==> config.mk <==
export PLATFORM = sky130hd
export DESIGN_NAME = wb_cmd_master_flat
export DESIGN_NICKNAME = d
export VERILOG_FILES = /design/src/rtl/wb_cmd_master_if.sv /design/src/rtl/wb_cmd_master.sv /design/src/flat_wrapper.sv
export SDC_FILE = /design/constraint.sdc
export NUM_CORES = 1
export LEC_CHECK = 0
export BUFFER_PORTS_ARGS = -buffer_cell sky130_fd_sc_hd__buf_4
export CAP_MARGIN = 20
export CORE_MARGIN = 5
export CORE_UTILIZATION = 45
export CTS_BUF_LIST = sky130_fd_sc_hd__clkbuf_8
export DETAILED_ROUTE_END_ITERATION = 7
export GPL_ROUTABILITY_DRIVEN = 0
export GPL_TIMING_DRIVEN = 0
export PLACE_DENSITY_LB_ADDON = 0.2
export SYNTH_ARGS = -nofsm -noshare
export SYNTH_HDL_FRONTEND = slang
export SYNTH_SLANG_ARGS = --single-unit
==> constraint.sdc <==
create_clock -name wb_clk_i -period 1.9 [get_ports wb_clk_i]
set_clock_uncertainty 0.05 [all_clocks]
set_input_delay 0.285 -clock wb_clk_i [delete_from_list [all_inputs] [get_ports wb_clk_i]]
set_output_delay 0.285 -clock wb_clk_i [all_outputs]
set_load 0.005 [all_outputs]
==> src/rtl/wb_cmd_master_if.sv <==
// Wishbone classic bus between wb_cmd_master (master side) and a user-area slave.
// Signal names are seen from the master, so _o leaves the master and _i enters it.
interface wb_cmd_master_if;

  logic        wbm_cyc_o;
  logic        wbm_stb_o;
  logic        wbm_we_o;
  logic [31:0] wbm_adr_o;
  logic [31:0] wbm_dat_o;
  logic [3:0]  wbm_sel_o;
  logic        wbm_ack_i;
  logic [31:0] wbm_dat_i;

  modport master (
    output wbm_cyc_o, wbm_stb_o, wbm_we_o, wbm_adr_o, wbm_dat_o, wbm_sel_o,
    input  wbm_ack_i, wbm_dat_i
  );

  modport slave (
    input  wbm_cyc_o, wbm_stb_o, wbm_we_o, wbm_adr_o, wbm_dat_o, wbm_sel_o,
    output wbm_ack_i, wbm_dat_i
  );

endinterface

==> src/rtl/wb_cmd_master.sv <==
// Single-word Wishbone classic initiator: one command in, one bus cycle, one response out.
// A bus cycle ends on ack or after TIMEOUT_CYCLES cycles without one.
module wb_cmd_master #(
  parameter int unsigned TIMEOUT_CYCLES = 255,
  parameter int unsigned TW             = $clog2(TIMEOUT_CYCLES + 1)
) (
  input  logic        wb_clk_i,
  input  logic        wb_rst_n_i,

  input  logic        cmd_valid_i,
  output logic        cmd_ready_o,
  input  logic        cmd_we_i,
  input  logic [31:0] cmd_adr_i,
  input  logic [31:0] cmd_dat_i,
  input  logic [3:0]  cmd_sel_i,

  output logic        rsp_valid_o,
  input  logic        rsp_ready_i,
  output logic [31:0] rsp_dat_o,
  output logic        rsp_err_o,

  wb_cmd_master_if.master wbm
);

  localparam logic [TW-1:0] TIMER_LAST = TW'(TIMEOUT_CYCLES - 1);

  typedef enum logic [1:0] {
    ST_IDLE = 2'd0,
    ST_BUS  = 2'd1,
    ST_RESP = 2'd2
  } state_e;

  state_e        state_q;
  logic [TW-1:0] timer_q;
  logic          cmd_ready_q;
  logic          cyc_q;
  logic          stb_q;
  logic          we_q;
  logic [31:0]   adr_q;
  logic [31:0]   dat_q;
  logic [3:0]    sel_q;
  logic          rsp_valid_q;
  logic [31:0]   rsp_dat_q;
  logic          rsp_err_q;

  // Ack is only looked at in BUS, so stray acks elsewhere fall through harmlessly.
  always_ff @(posedge wb_clk_i or negedge wb_rst_n_i) begin
    if (!wb_rst_n_i) begin
      state_q     <= ST_IDLE;
      timer_q     <= '0;
      cmd_ready_q <= 1'b0;
      cyc_q       <= 1'b0;
      stb_q       <= 1'b0;
      we_q        <= 1'b0;
      adr_q       <= '0;
      dat_q       <= '0;
      sel_q       <= '0;
      rsp_valid_q <= 1'b0;
      rsp_dat_q   <= '0;
      rsp_err_q   <= 1'b0;
    end else begin
      case (state_q)
        ST_IDLE: begin
          cmd_ready_q <= 1'b1;
          if (cmd_ready_q && cmd_valid_i) begin
            cmd_ready_q <= 1'b0;
            we_q        <= cmd_we_i;
            adr_q       <= cmd_adr_i;
            dat_q       <= cmd_dat_i;
            sel_q       <= cmd_sel_i;
            cyc_q       <= 1'b1;
            stb_q       <= 1'b1;
            timer_q     <= '0;
            state_q     <= ST_BUS;
          end
        end

        ST_BUS: begin
          // Ack on the last timeout cycle still counts as a normal completion.
          if (wbm.wbm_ack_i) begin
            cyc_q       <= 1'b0;
            stb_q       <= 1'b0;
            rsp_valid_q <= 1'b1;
            rsp_err_q   <= 1'b0;
            rsp_dat_q   <= we_q ? 32'd0 : wbm.wbm_dat_i;
            state_q     <= ST_RESP;
          end else if (timer_q == TIMER_LAST) begin
            cyc_q       <= 1'b0;
            stb_q       <= 1'b0;
            rsp_valid_q <= 1'b1;
            rsp_err_q   <= 1'b1;
            rsp_dat_q   <= 32'd0;
            state_q     <= ST_RESP;
          end else begin
            timer_q <= timer_q + TW'(1);
          end
        end

        ST_RESP: begin
          if (rsp_ready_i) begin
            rsp_valid_q <= 1'b0;
            cmd_ready_q <= 1'b1;
            state_q     <= ST_IDLE;
          end
        end

        default: begin
          cyc_q       <= 1'b0;
          stb_q       <= 1'b0;
          rsp_valid_q <= 1'b0;
          cmd_ready_q <= 1'b0;
          state_q     <= ST_IDLE;
        end
      endcase
    end
  end

  assign cmd_ready_o   = cmd_ready_q;
  assign rsp_valid_o   = rsp_valid_q;
  assign rsp_dat_o     = rsp_dat_q;
  assign rsp_err_o     = rsp_err_q;

  assign wbm.wbm_cyc_o = cyc_q;
  assign wbm.wbm_stb_o = stb_q;
  assign wbm.wbm_we_o  = we_q;
  assign wbm.wbm_adr_o = adr_q;
  assign wbm.wbm_dat_o = dat_q;
  assign wbm.wbm_sel_o = sel_q;

endmodule

==> src/flat_wrapper.sv <==
// flat-port wrapper written by rule: the top's interface ports become plain ports
module wb_cmd_master_flat 
#(
  parameter int unsigned TIMEOUT_CYCLES = 255,
  parameter int unsigned TW             = $clog2(TIMEOUT_CYCLES + 1)
)
  (wb_clk_i, wb_rst_n_i, cmd_valid_i, cmd_ready_o, cmd_we_i, cmd_adr_i, cmd_dat_i, cmd_sel_i, rsp_valid_o, rsp_ready_i, rsp_dat_o, rsp_err_o, wbm_wbm_cyc_o, wbm_wbm_stb_o, wbm_wbm_we_o, wbm_wbm_adr_o, wbm_wbm_dat_o, wbm_wbm_sel_o, wbm_wbm_ack_i, wbm_wbm_dat_i);
  wb_cmd_master_if wbm_i ();
  input  logic wb_clk_i;
  input  logic wb_rst_n_i;
  input  logic cmd_valid_i;
  output logic cmd_ready_o;
  input  logic cmd_we_i;
  input  logic [31:0] cmd_adr_i;
  input  logic [31:0] cmd_dat_i;
  input  logic [3:0] cmd_sel_i;
  output logic rsp_valid_o;
  input  logic rsp_ready_i;
  output logic [31:0] rsp_dat_o;
  output logic rsp_err_o;
  output wire logic [$bits(wbm_i.wbm_cyc_o)-1:0] wbm_wbm_cyc_o;
  output wire logic [$bits(wbm_i.wbm_stb_o)-1:0] wbm_wbm_stb_o;
  output wire logic [$bits(wbm_i.wbm_we_o)-1:0] wbm_wbm_we_o;
  output wire logic [$bits(wbm_i.wbm_adr_o)-1:0] wbm_wbm_adr_o;
  output wire logic [$bits(wbm_i.wbm_dat_o)-1:0] wbm_wbm_dat_o;
  output wire logic [$bits(wbm_i.wbm_sel_o)-1:0] wbm_wbm_sel_o;
  input wire logic [$bits(wbm_i.wbm_ack_i)-1:0] wbm_wbm_ack_i;
  input wire logic [$bits(wbm_i.wbm_dat_i)-1:0] wbm_wbm_dat_i;
  assign wbm_wbm_cyc_o = wbm_i.wbm_cyc_o;
  assign wbm_wbm_stb_o = wbm_i.wbm_stb_o;
  assign wbm_wbm_we_o = wbm_i.wbm_we_o;
  assign wbm_wbm_adr_o = wbm_i.wbm_adr_o;
  assign wbm_wbm_dat_o = wbm_i.wbm_dat_o;
  assign wbm_wbm_sel_o = wbm_i.wbm_sel_o;
  assign wbm_i.wbm_ack_i = wbm_wbm_ack_i;
  assign wbm_i.wbm_dat_i = wbm_wbm_dat_i;
  wb_cmd_master #(.TIMEOUT_CYCLES(TIMEOUT_CYCLES), .TW(TW)) u_core (.wb_clk_i(wb_clk_i), .wb_rst_n_i(wb_rst_n_i), .cmd_valid_i(cmd_valid_i), .cmd_ready_o(cmd_ready_o), .cmd_we_i(cmd_we_i), .cmd_adr_i(cmd_adr_i), .cmd_dat_i(cmd_dat_i), .cmd_sel_i(cmd_sel_i), .rsp_valid_o(rsp_valid_o), .rsp_ready_i(rsp_ready_i), .rsp_dat_o(rsp_dat_o), .rsp_err_o(rsp_err_o), .wbm(wbm_i));
endmodule
Word level (Yosys, flattened, before mapping)

Cells that the tools add are included.

Eq/ne operators: 8
Mux-type cells: 24
Add/sub/neg operators: 1
Reduce and logical (&&, ||, !) cells: 11
Bitwise logic cells: 3

Operator list:

| operator              | number |
|---|---|
| $mux W32              | 3 |
| $mux W8               | 3 |
| $pmux W8 S2           | 1 |
| $mux W1               | 9 |
| $pmux W1 S3           | 3 |
| $reduce_and A3 Y1     | 3 |
| $add A8 B1 Y8 const B | 1 |
| $eq A8 B8 Y1 const B  | 1 |
| $mux W2               | 4 |
| $ne A2 B2 Y1 const B  | 3 |
| $pmux W2 S3           | 1 |
| $reduce_and A2 Y1     | 3 |
| $reduce_and A4 Y1     | 1 |
| $reduce_bool A2 Y1    | 2 |
| $ne A3 B2 Y1 const B  | 1 |
| $not A1 Y1            | 3 |
| $eq A2 B1 Y1 const B  | 1 |
| $eq A2 B2 Y1 const B  | 1 |
| $logic_not A2 Y1      | 1 |
| $ne A2 B1 Y1 const B  | 1 |
| $logic_and A1 B1 Y1   | 1 |

Bits in registers: 115
Word-level logic and storage cells: 58

Depth between registers and ports, before layout

Word-level depth: 4
Depth in mapped cells: 7

Worst setup path after synthesis

Ideal clock, no wire load.

Path kind: register -> register
Start: register u_core.state_q[0]
End: register u_core.dat_q[12], in the netlist u_core.wbm.wbm_dat_o[12]
Data required time: 1.725 ns
Period minus slack after synthesis: 1.609 ns
Path buffers: 3
Data arrival time: 1.434 ns
Slack: 0.291 ns
Stages on the path, launching flop included: 6
Cell sequence: dfrtp_1 buf_2 and4bb_2 buf_4 buf_2 mux2_2

Longest elaborated chain between the ends: 2

Ends and longest elaborated chain:

| what                        | RTL line            | text |
|---|---|---|
| from (decl)                 | wb_cmd_master.sv:33 | `state_e state_q;` |
| from (signal assigned)      | wb_cmd_master.sv:49 | `state_q <= ST_IDLE;` |
| from (signal assigned)      | wb_cmd_master.sv:74 | `state_q <= ST_BUS;` |
| from (signal assigned)      | wb_cmd_master.sv:86 | `state_q <= ST_RESP;` |
| $logic_not A2 Y1            | wb_cmd_master.sv:62 | `case (state_q)` |
| $reduce_and A2 Y1 (no line) | --                  |  |
| to (signal assigned)        | wb_cmd_master.sv:69 | `dat_q <= cmd_dat_i;` |
| to (decl)                   | wb_cmd_master.sv:40 | `logic [31:0] dat_q;` |

Every way passes these cells.
A chain may end at the register's enable or synchronous reset.

Worst setup path in the final report

Ends and elaborated chain as after synthesis.

==> results by group <==
Run status
  • Status: completed

Worst setup path
  • Worst setup path end: u_core.wbm.wbm_dat_o[12]
  • Req. time, crit path: 2140 ps
  • Critical Path Start Type: flop
  • CP startpoint: u_core.state_q[0]
  • R2R Setup Slk: 120 ps
  • Worst setup EP type: flop
  • Crit-path max FO: 10
  • Slowest CP cell: mux2_2
  • Most frequent CP cell: buf_2
  • Arrival time worst endpoint: 2020 ps
  • Crit-path cells: buf_2 -> and4bb_2 -> buf_4 -> buf_2 -> mux2_2
  • Buf/Inv on CP: 3
  • Worst stage delay on the critical path: 370 ps
  • Reg2reg start: u_core.state_q[0]
  • Critical path depth: 5
  • Worst reg2reg path depth: 5
  • Cell family with most CP delay: buffers and inverters
  • Critical path type: reg2reg
  • Reg-to-reg endpoint: u_core.wbm.wbm_dat_o[12]

Routing
  • DRC viols: 0
  • ANT nets after route: 0
  • WL final: 11,250 um
  • DR vias: 3,291
  • Drt first pass iters: 6
  • Via/cell ratio: 4.919
  • Starting DRT DRC Count: 132
  • WL/cell: 16.81 um

Min path
  • Hold path startpoint: wbm_wbm_dat_i[30]
  • HP Class: in2reg

Global routing
  • First-pass GRT wire length: 17,040 um
  • Total GRT Usage: 18.83%
  • Initial antenna violation count: 0
  • Largest net degree at the start of global routing: 67
  • Number of global-route vias before repair: 3,410
  • Total grt overflow: 0

STA
  • Max-slew headroom: 56.71%
  • TNS Setup: 0 ps
  • Final hold viol count: 0
  • Slew @ Worst Pin: 649.3 ps
  • Final worst path period share: 93.94%
  • Fmax: 560.3 MHz
  • Final min period: 1785 ps
  • Unrepaired setup endpoints after global routing: no
  • Final slew viol count: 0
  • WHS: 38.04 ps
  • Setup violators final: 0

Power and ir drop
  • LEAKAGE: 3.249 nW
  • Design Power: 10.43 mW
  • PwrDens: 1585 nW/um^2
  • VDD IR max: 0.0006734 V

Floorplanning
  • Die width: 109.1 um
  • CORE AREA: 9684 um^2
  • Row cnt: 36
  • Ports: 212
  • Die Ht: 109.1 um
  • Starting density of the core: 45.66%
  • Die ar.: 11,910 um^2

Placement
  • Buffers added on ports: 211
  • Post-DP Area: 6200 um^2
  • Dpl hpwl: 8584 um

Cells and area
  • Fraction of layout cells with a size suffix above 1: 61.94%
  • Filler cell count: 752
  • Final core occ: 67.95%
  • Area growth, synth to finish: 48.81%
  • Layout net count: 633
  • Inserted Diodes: 0
  • Final Cell Area: 6580 um^2

Clock tree
  • Clk_lat worst skew: 410 ps
  • Clock Tree Root: clkbuf_8
  • CTS tree: built
  • Clock buffer depth: 2
  • Htree depth: 4
  • CTS sink cnt: 115
  • Total CTS buffers: 17
  • Clock Pin Slew Worst Setup and Hold Paths: 70 ps

Logic synthesis
  • Mapped Area: 4422 um^2
  • Post-synthesis register bit count: 115
  • Mapped Nets: 401
  • Synth warnings: 0
  • Post-Synthesis Cells: 293
  • Post-synthesis sequential area ratio: 65.08%
  • Yosys cell types: 29
  • Syn Area/Cell: 15.09 um^2

Flow run
  • Max Cap Violations: 0
-- power breakdown --
group          total, mW  switching, mW  internal (mW)  leakage, nW
clock network       2.08          0.928           1.15        0.185
registers           4.18          0.602           3.58         1.41
logic               4.17           1.50           2.67         1.65
-- registers in the layout, summed over array words and instances (netlist names) --
signal,cells
u_core.cmd_ready_o,1
u_core.rsp_dat_o,32
u_core.rsp_err_o,1
u_core.rsp_valid_o,1
u_core.state_q,2
u_core.timer_q,8
u_core.wbm.wbm_adr_o,32
u_core.wbm.wbm_dat_o,32
u_core.wbm.wbm_sel_o,4
u_core.wbm.wbm_stb_o,1
u_core.wbm.wbm_we_o,1
-- worst min-delay path by stage --
stage,to,slack (ps),cells past startpoint
final,u_core.rsp_dat_o[30],40,2
after global routing,u_core.rsp_dat_o[13],5,2
after CTS,u_core.rsp_dat_o[30],10,2
after detailed placement,u_core.wbm.wbm_adr_o[9],310,1
after global placement,u_core.timer_q[6],420,1
after floorplan,u_core.cmd_ready_o,-60,0
-- synthesized netlist by cell type --
master       n  area [um^2]
and4bb_2     1        12.51
and2b_1      1        7.510
nor3b_2      1        12.51
ha_1         2        25.02
nand2_1     10        37.54
a21o_1       1        7.510
a21oi_1      3        15.01
o21ai_4      1        16.27
nand2b_1     2        12.51
and4_1       2        17.52
nand3_1      3        15.01
buf_4        8        60.06
a31oi_1      2        12.51
inv_1        3        11.26
o21ai_0     12        60.06
a22o_1      32        280.3
nand4_1      1        6.260
o31ai_1      3        22.52
o21bai_1     1        7.510
mux2_2      69        777.0
o2bb2ai_1    1        8.760
and3_1       2        12.51
nor2_1       5        18.77
dfrtp_1    115         2878
buf_6        3        33.78
buf_2        6        30.03
and4_4       1        11.26
buf_1        1        3.750
a221oi_1     1        8.760
-- worst reg2reg max path: stages, from the launching register on --
cell      delay, ps
dfrtp_1         350
buf_2           160
and4bb_2        300
buf_4           180
buf_2           260
mux2_2          370
-- routing by layer --
layer / GRT usage (%) / up-vias / wire, um
met4: 5.591 / 0 / 157
met1: 22.47 / 1593 / 4391
met3: 8.467 / 13 / 1268
li1: - / 1530 / -
met2: 30.70 / 155 / 5428
met5: 0 / - / 0
-- layout by cell type (no fill, tap or decap), types with 4 or more instances in the layout --
master,n
nand2_1,10
buf_4,219
mux2_2,69
o21ai_0,12
clkinv_2,4
buf_2,6
clkbuf_8,21
dfrtp_1,115
nor2_1,5
a22o_1,32
-- cell type report --
| type | count | area [um^2] | share of cell area (%) |
|---|---|---|---|
| Multi-Input combinational cell | 157 | 1405 | 21.35 |
| Buffer | 18 | 127.6 | 1.940 |
| Tap cell | 133 | 166.4 | 2.529 |
| Sequential cell | 115 | 2878 | 43.73 |
| Clock inverter | 9 | 81.33 | 1.236 |
| Timing Repair Buffer | 213 | 1622 | 24.64 |
| Inverter | 3 | 11.26 | 0.1711 |
| Clock buffer | 21 | 289.0 | 4.392 |
-- cells by family (layout without fill, tap and decap cells) --
group	after synthesis	count (layout)	share of synthesized area (%)
adders and majority gates	2	2	0.5658
muxes	69	69	17.57
AOI/OAI and AO/OA	57	57	9.932
DFF	115	115	65.08
and+or+nand+nor	29	29	3.707
buffers and inverters	21	264	3.141
-- per-stage QoR --
step	std cells	worst slack, ps
3_5_place_dp	638	110.7
6_report	669	115.2
4_1_cts	669	107.1
5_1_grt	669	29.08
2_1_floorplan	293	290.8
3_3_place_gp	637	128.8
-- what timing repair did --
item                                   4_1_cts  5_1_grt
endpoints found under the hold margin       49        0
gates resized for setup                      0        0
setup buffers                                0        0
hold buffers                                 1        0
No activity file was read; power rests on OpenSTA's default activity.
